<file path="src/rtl/sound_event_scheduler.sv">
// sound_event_scheduler: arbitrates collision/direction requests into timed tones with a silent gap.
// Define SOUND_SCHED_PREEMPT_EN to let a bad-collision edge cut short a good or dir tone.
module sound_event_scheduler #(
  parameter logic [23:0] TONE_CYCLES = 24'd1_500_000,
  parameter logic [23:0] GAP_CYCLES  = 24'd120_000,
  parameter logic [7:0]  GOOD_FREQ   = 8'd60,
  parameter logic [7:0]  BAD_FREQ    = 8'd200,
  parameter logic [7:0]  DIR_FREQ    = 8'd120
) (
  input  logic       clk,
  input  logic       nRst,
  input  logic       goodColl_i,
  input  logic       badColl_i,
  input  logic [3:0] direction_i,
  output logic       playSound,
  output logic [7:0] freq_o,
  output logic [2:0] grant_o,
  output logic       busy_o
);
  localparam logic [1:0] IDLE = 2'd0;
  localparam logic [1:0] PLAY = 2'd1;
  localparam logic [1:0] GAP  = 2'd2;
  logic [1:0]  coll_q, coll_d, coll_dly_q, coll_dly_d;
  logic [3:0]  dir_q, dir_d, dir_dly_q, dir_dly_d;
  logic [2:0]  pend_q, pend_d;
  logic [1:0]  state_q, state_d;
  logic [23:0] cnt_q, cnt_d;
  logic        play_q, play_d;
  logic [7:0]  freq_q, freq_d;
  logic [2:0]  grant_q, grant_d;
  logic [2:0]  rise, pick, clr, cons;
  // Source vectors are ordered {bad, good, dir}, matching grant_o.
  always_comb begin
    coll_d     = {badColl_i, goodColl_i};
    coll_dly_d = coll_q;
    dir_d      = direction_i;
    dir_dly_d  = dir_q;
    rise       = {coll_q & ~coll_dly_q, (|dir_q) && (dir_q != dir_dly_q)};
    pick       = pend_q[2] ? 3'b100 : pend_q[1] ? 3'b010 : pend_q[0] ? 3'b001 : 3'b000;
    clr        = 3'b000;
    cons       = 3'b000;
    state_d    = state_q;
    cnt_d      = cnt_q;
    play_d     = play_q;
    freq_d     = freq_q;
    grant_d    = grant_q;
    if (state_q == IDLE) begin
      if (|pend_q) begin
        state_d = PLAY;
        cnt_d   = TONE_CYCLES - 24'd1;
        play_d  = 1'b1;
        grant_d = pick;
        freq_d  = pick[2] ? BAD_FREQ : pick[1] ? GOOD_FREQ : DIR_FREQ;
        clr     = pick;
      end
    end else if (state_q == PLAY) begin
`ifdef SOUND_SCHED_PREEMPT_EN
      // The preempting edge is consumed here rather than queued; the cut tone is dropped.
      if (rise[2] && !grant_q[2]) begin
        cnt_d   = TONE_CYCLES - 24'd1;
        grant_d = 3'b100;
        freq_d  = BAD_FREQ;
        clr     = 3'b100;
        cons    = 3'b100;
      end else
`endif
      if (cnt_q == 24'd0) begin
        state_d = GAP;
        cnt_d   = GAP_CYCLES - 24'd1;
        play_d  = 1'b0;
        freq_d  = 8'd0;
        grant_d = 3'b000;
      end else begin
        cnt_d = cnt_q - 24'd1;
      end
    end else begin
      state_d = (cnt_q == 24'd0) ? IDLE : state_q;
      cnt_d   = (cnt_q == 24'd0) ? cnt_q : cnt_q - 24'd1;
    end
    pend_d = (pend_q & ~clr) | (rise & ~cons);
  end
  always_ff @(posedge clk or negedge nRst) begin
    if (!nRst) begin
      coll_q     <= '0;
      coll_dly_q <= '0;
      dir_q      <= '0;
      dir_dly_q  <= '0;
      pend_q     <= '0;
      state_q    <= IDLE;
      cnt_q      <= '0;
      play_q     <= 1'b0;
      freq_q     <= '0;
      grant_q    <= '0;
    end else begin
      coll_q     <= coll_d;
      coll_dly_q <= coll_dly_d;
      dir_q      <= dir_d;
      dir_dly_q  <= dir_dly_d;
      pend_q     <= pend_d;
      state_q    <= state_d;
      cnt_q      <= cnt_d;
      play_q     <= play_d;
      freq_q     <= freq_d;
      grant_q    <= grant_d;
    end
  end
  assign playSound = play_q;
  assign freq_o    = freq_q;
  assign grant_o   = grant_q;
  assign busy_o    = state_q != IDLE;
endmodule
</file>
<file path="config.mk">
export PLATFORM = sky130hd
export DESIGN_NAME = sound_event_scheduler
export DESIGN_NICKNAME = d
export VERILOG_FILES = /design/src/rtl/sound_event_scheduler.sv
export SDC_FILE = /design/constraint.sdc
export NUM_CORES = 1
export LEC_CHECK = 0
export BUFFER_PORTS_ARGS = -buffer_cell sky130_fd_sc_hd__buf_2
export CORE_ASPECT_RATIO = 0.5
export CORE_MARGIN = 2
export CORE_UTILIZATION = 53
export CTS_CLUSTER_SIZE = 10
export DETAILED_ROUTE_END_ITERATION = 6
export PLACE_DENSITY_LB_ADDON = 0.05
export REMOVE_ABC_BUFFERS = 1
export SLEW_MARGIN = 20
export SYNTH_ARGS = -nofsm -noshare
export SYNTH_HDL_FRONTEND = slang
export SYNTH_SLANG_ARGS = --single-unit
</file>
<file path="constraint.sdc">
create_clock -name clk -period 2.01 [get_ports clk]
set_input_delay 0.1005 -clock clk [delete_from_list [all_inputs] [get_ports clk]]
set_output_delay 0.1005 -clock clk [all_outputs]
set_load 0.01 [all_outputs]
</file>
==> metrics, run 1 <==
total track usage 0.283; Setup crit start cnt_q[3]; Core Box Area 0.00440 mm2; Final Hold Vio Count 0; crit-path max cell delay 0.44 ns; DP Wirelength 4390 um; Vias 2196; H-tree Lvls 2; unrepaired setup endpoints after global routing yes; Worst Path Max Fanout 5; max cap viols 0; Hold Crit Class reg2reg; Mapped Area approximately 0.0024 mm2; Setup crit end cnt_q[12]; DRC 0; CP Data Arrival Time 2.22 ns; FP Rows 17; clk sinks 47; Crit Reg-Reg Startpoint cnt_q[3]; Seq/Total Area, Yosys 0.486; CP endpoint kind flip-flop; final setup margin -0.0170 ns; vias in the first global route around 2100; layout cells sized above 1 0.394; clk_lat worst skew about 0.30 ns; Clk pin slew, worst setup/hold paths around 0.090 ns; vias per inst 5.87; failing checks negative setup slack; initial antenna violation count 0; Mean Syn Cell Area between 10 and 15 um2; maximum vdd drop roughly 0.00056 V; Tmin final approximately 2.0 ns; worst hold margin between 0.3 and 0.4 ns; Final ANT Viol Nets 0; #FFs+latches synth 47; synth unique cells 53; Ys Warns 0; I/O Buffers 18; max_slew headroom 0.592; CTS Buf Count 5; EDFF count, synth 0; flop-to-flop setup slack -0.02 ns; setup violators final 2; critical path's slowest cell or4_4; status complete, but fails checks; Crit Path Class reg2reg; leakage ~0.0014 uW; RR Endpoint cnt_q[12]; post-synth top area share 0.486; global-route wire length before repair 11000 um; I/O pins 21; Tcrit/Tclk final 1.01; Starting Density 0.550; Power Density between 700 and 800 mW/mm2; Clock Path Buffers 2; top-count cell post-synth dfrtp_1; Syn Inst Count 238; 1st-pass router iterations 4; critical-path cell list nor4_4 > buf_4 > nand2_1 > or4_4 > o21a_1 > o22a_1; Synth area leaders dfrtp_1 (49%), a21oi_1 (3.3%), o21ai_0 (2.9%); Initial DRC Count between 150 and 200; Final GP Congestion about 0.90; Post-synth top cells dfrtp_1 (47), nor2_1 (18), a21oi_1 (16), o21ai_0 (14); CTS tree yes; root buffer cell clkbuf_8; fraction of registers with async set/reset 1.00; Worst Reg2Reg Path Length in Cells 6; maximum clock rate slightly below 500 MHz; Die Wd 99.6 um; n_diodes 0; WP data required 2.20 ns; skew final about 0.0043 ns; Critical Path Start Type flip-flop; dominant cell type by area after synthesis dfrtp_1; area added between synthesis and finish 36.1%; NumNets Final 326; Slew @ Worst Pin a little over 0.6 ns; Wirelength per Cell between 15 and 20 um; sum of negative setup slack -0.0184 ns; Max Slew Vio Count 0; ys flop type dfrtp_1; die height about 52 um; total grt overflow 0; final wirelength 6700 um; largest net degree at the start of global routing 48; die area just over 0.005 mm2
==> registers in the layout, summed over array words and instances, names as in the netlist <==
| signal | flops |
|---|---|
| grant_o | 1 |
| dir_dly_q | 4 |
| coll_dly_q | 2 |
| state_q | 2 |
| dir_dly_d | 4 |
| pend_q | 3 |
| coll_dly_d | 2 |
| freq_o | 5 |
| cnt_q | 24 |
==> layout by cell type, fill, tap and decap left out, types with 4 or more instances in the layout <==
master         instances
dlygate4sd3_1          7
o31ai_1                5
nor3_2                 7
nand4_1                4
o21ai_0               10
nor2_1                15
a21oi_2                4
a21oi_1               14
dfrtp_1               46
xor2_1                 4
o21ai_1                6
inv_1                  9
nand3_1                5
or4_1                  5
nand2_1               10
buf_4                 55
a31oi_1                6
clkbuf_8               5
or3_1                  5
buf_2                 18
==> critical path: cells and delay by family (launching register included) <==
family	cells	cell delay (ns)
AOI/OAI and AO/OA	2	0.36
DFF	1	0.43
buffers and inverters	1	0.22
and+or+nand+nor	3	0.91
==> worst min path at each step <==
stage | start | endpoint | slack, ns | depth (start not counted)
after global routing | coll_dly_d[1] | coll_dly_q[1] | 0.40 | 0
after floorplan | nRst | cnt_q[0] | -0.20 | 0
after global placement | badColl_i | coll_dly_d[1] | 0.21 | 1
after CTS | coll_dly_d[1] | coll_dly_q[1] | 0.38 | 0
after detailed placement | badColl_i | coll_dly_d[1] | 0.21 | 1
final | coll_dly_d[1] | coll_dly_q[1] | 0.38 | 0
==> what timing repair did <==
action,4_1_cts,5_1_grt
setup endpoints to repair,14,30
hold buffers,7,0
buffers inserted,3,8
cloned,2,0
pin swaps,5,14
gates resized for setup,12,25
hold endpoints to repair,53,0
==> kinds of logic after synthesis <==
logic type,Yosys count,synth area share
fa+ha+maj,2,0.0103
compound gates,74,0.202
xor+xnor,4,0.0145
other cells,1,0.00155
simple gates,81,0.214
mux,1,0.00413
buf+inv,28,0.0671
flops,47,0.486
==> cell type report <==
| class | instances | area, um2 |
|---|---|---|
| Clock inverter | 2 | 17.5 |
| Tap cell | 57 | 71.3 |
| Timing Repair Buffer | 87 | 711 |
| Clock buffer | 6 | 72.6 |
| Multi-Input combinational cell | 164 | 1210 |
| Sequential cell | 47 | 1180 |
| Inverter | 11 | 41.3 |
| Fill cell | 318 | 1110 |
==> metal layers <==
layer	vias to the layer above	track usage	routed length, um
li1	1044	-	-
met1	1078	0.395	3190
met2	68	0.459	3090
met3	6	0.0591	391
met4	0	0.0662	28
met5	-	0	0
==> stage by stage <==
step	total power (uW)	instance area, um2	setup WS (ns)	instances	util
floorplan	1520	2300	-0.158	222	-
global placement	1870	2870	-0.0717	346	0.652
detailed placement	1890	2870	-0.0971	346	0.652
CTS	2550	3170	0.00863	366	0.721
global route	2730	3300	-0.0896	374	0.749
finish	2590	3300	-0.0170	374	0.749
==> report_power, final <==
part	internal, uW	leakage, uW	switching [uW]
clock	250	0.0000454	318
sequential	1070	0.000540	101
combinational	416	0.000863	434
Note: power is estimated with default switching activity, not from simulation.
==> run 2, diff against run 1 <==
- BUFFER_PORTS_ARGS: -buffer_cell sky130_fd_sc_hd__buf_2 -> -buffer_cell sky130_fd_sc_hd__clkbuf_2
==> run 2 against run 1 <==
The run still ends with negative setup slack left; via count grew 7.7%; power increased by 1.4%; non-clock buffer count grew 17; sequential power hardly changed; critical path depth rose by 3; routed wire length rose by 4.3%; die area stayed put; setup slack worse by 0.059 ns; hold slack better by 0.0046 ns; count of clock-buffer cells in the layout did not move; cell count grew 5.1%; critical path type unchanged; highest routed layer unchanged.
==> metrics, run 2 (synthesis gave the netlist of run 1 again) <==
CP Data Arrival Time 2.29 ns (+0.07 ns); layout cells sized above 1 0.432 (+0.0372); clk sinks 47 (unchanged); Tcrit/Tclk final 1.04 (+0.0291); n_diodes 0 (unchanged); die area 0.00516 mm2 (unchanged); maximum vdd drop 0.000575 V (+2.8%); CTS tree yes; maximum clock rate 479 MHz (-2.8%); Die Wd 99.6 um (unchanged); Final Util 0.770 (+0.0213); status complete, but fails checks; vias per inst 6.02 (+2.5%); sum of negative setup slack -0.158 ns (-0.139 ns); DP Wirelength 4350 um (-0.93%); area added between synthesis and finish 40.0%; critical-path cell list inv_2 > buf_4 > ha_4 > nor4b_4 > buf_4 > nand4b_1 > nor2_2 > o31ai_1 > a311oi_1; DRC 0 (unchanged); root buffer cell clkbuf_8; I/O Buffers 18 (unchanged); Max Slew Vio Count 0 (unchanged); Power Density 775 mW/mm2 (-1.4%); max_slew headroom 0.604 (+0.0122); Worst Reg2Reg Path Length in Cells 9 (+3); Final GP Congestion 0.916 (+1.3%); Final Hold Vio Count 0 (unchanged); Slew @ Worst Pin 0.594 ns (-0.0182 ns); Critical Path Start Type flip-flop; FP Rows 17 (unchanged); die height 51.8 um (unchanged); Biggest register cnt_q; RR Endpoint cnt_q[18]; commonest non-fill, non-tap cell in the layout buf_4; Starting Density 0.550 (unchanged); vias in the first global route 2242 (+5.2%); max cap viols 0 (unchanged); global-route wire length before repair 11000 um (+0.25%); crit-path most repeated cell buf_4; 1st-pass router iterations 5 (+1); CP endpoint kind flip-flop; CTS Buf Count 5 (unchanged); H-tree Lvls 2 (unchanged); final wirelength 6990 um (+4.3%); Initial DRC Count 219 (+18%); failing checks negative setup slack; hold path start coll_dly_d[0]; total track usage 0.278 (-0.00476); critical path's slowest cell dfrtp_1; Tmin final 2.09 ns (+0.0585 ns); Clk pin slew, worst setup/hold paths 0.10 ns (about the same); Worst Hold Depth 0 (unchanged); Core Box Area 0.00440 mm2 (unchanged); clk_lat worst skew 0.30 ns (about the same); NumNets Final 345 (+5.8%); total grt overflow 0 (unchanged); crit-path max cell delay 0.41 ns (-0.03 ns); max reg flops 24 (unchanged); final setup margin -0.0755 ns (-0.0585 ns); most frequent cells in the layout buf_4 (75), dfrtp_1 (47), clkbuf_2 (18); Crit Reg-Reg Startpoint cnt_q[1]; skew final 0.00767 ns (+0.00340 ns); flop-to-flop setup slack -0.08 ns (-0.06 ns); Worst Path Max Fanout 4 (-1); setup violators final 4 (+2); leakage 0.00155 uW (+7.0%); WP data required 2.21 ns (about the same); largest net degree at the start of global routing 48 (unchanged); initial antenna violation count 0 (unchanged); Wirelength per Cell 17.8 um (-0.72%); unrepaired setup endpoints after global routing yes; Endpoint, Worst Hold coll_dly_q[0]; Vias 2366 (+7.7%); Hold Crit Class reg2reg; I/O pins 21 (unchanged); Clock Path Buffers 2 (unchanged); Final ANT Viol Nets 0 (unchanged); Crit Path Class reg2reg
==> run 2: changes by cell type in the layout (fill, tap and decap cells not counted), moves of 2 or more <==
cell | before | now
clkinv_4 | 2 | 0
buf_2 | 18 | 0
o21ai_1 | 6 | 3
buf_12 | 3 | 0
o21ai_0 | 10 | 12
clkbuf_2 | 0 | 18
nor3_1 | 3 | 5
buf_6 | 2 | 4
buf_16 | 2 | 0
nor3_2 | 7 | 5
a21oi_2 | 4 | 6
buf_4 | 55 | 75
==> run 2: repair_timing <==
action / CTS / global route
endpoints found under the hold margin: 53 / 0
gates resized for setup: 13 / 26
pin swaps: 7 / 18
endpoints found under the setup margin: 20 / 30
buffers inserted: 3 / 16
hold buffers: 7 / 0
gates cloned: 2 / 1
==> run 2: where the power goes <==
group          internal [uW]  switching, uW
clock network            251            348
registers               1070            127
logic                    415            417
==> run 2: worst max-delay path by stage <==
| stage | start | endpoint | slack [ns] | cells past startpoint |
|---|---|---|---|---|
| floorplan | cnt_q[4] | cnt_q[6] | -0.16 | 5 |
| global placement | cnt_q[6] | cnt_q[8] | -0.07 | 6 |
| detailed placement | cnt_q[6] | cnt_q[8] | -0.10 | 6 |
| CTS | cnt_q[12] | cnt_q[6] | -0.03 | 6 |
| global route | cnt_q[1] | cnt_q[18] | -0.18 | 9 |
| finish | cnt_q[1] | cnt_q[18] | -0.08 | 9 |
==> run 2: layer usage <==
| metal | share of wire | vias up | track usage |
|---|---|---|---|
| li1 | - | 1082 | - |
| met1 | 0.45 | 1174 | 0.386 |
| met2 | 0.46 | 93 | 0.446 |
| met3 | 0.067 | 17 | 0.0685 |
| met4 | 0.020 | 0 | 0.0662 |
| met5 | 0 | - | 0 |
==> run 2: stage by stage <==
stage          std cells  hold slack, ns  cell area, um2  total power [uW]  worst slack (ns)
3_3_place_gp         356           0.209            2910              1870           -0.0659
6_report             393           0.388            3390              2630           -0.0755
4_1_cts              376           0.385            3170              2530           -0.0301
3_5_place_dp         356           0.210            2910              1890            -0.105
2_1_floorplan        222          -0.195            2300              1520            -0.158
5_1_grt              393           0.396            3390              2750            -0.183
==> run 2: layout make-up <==
type / instances / area (um2)
inverter: 11 / 41.3
clock inverter: 2 / 16.3
sequential: 47 / 1180
multi-input combinational: 166 / 1240
tap: 57 / 71.3
timing repair buffer: 104 / 768
fill: 308 / 1010
clock buffer: 6 / 72.6
==> run 2: critical path, delay by kind of cell, from the launching register on <==
kind	cells	cell delay, ns
and+or+nand+nor	3	0.71
AOI/OAI and AO/OA	2	0.39
adders and majority gates	1	0.13
buffers and inverters	3	0.35
DFF	1	0.41
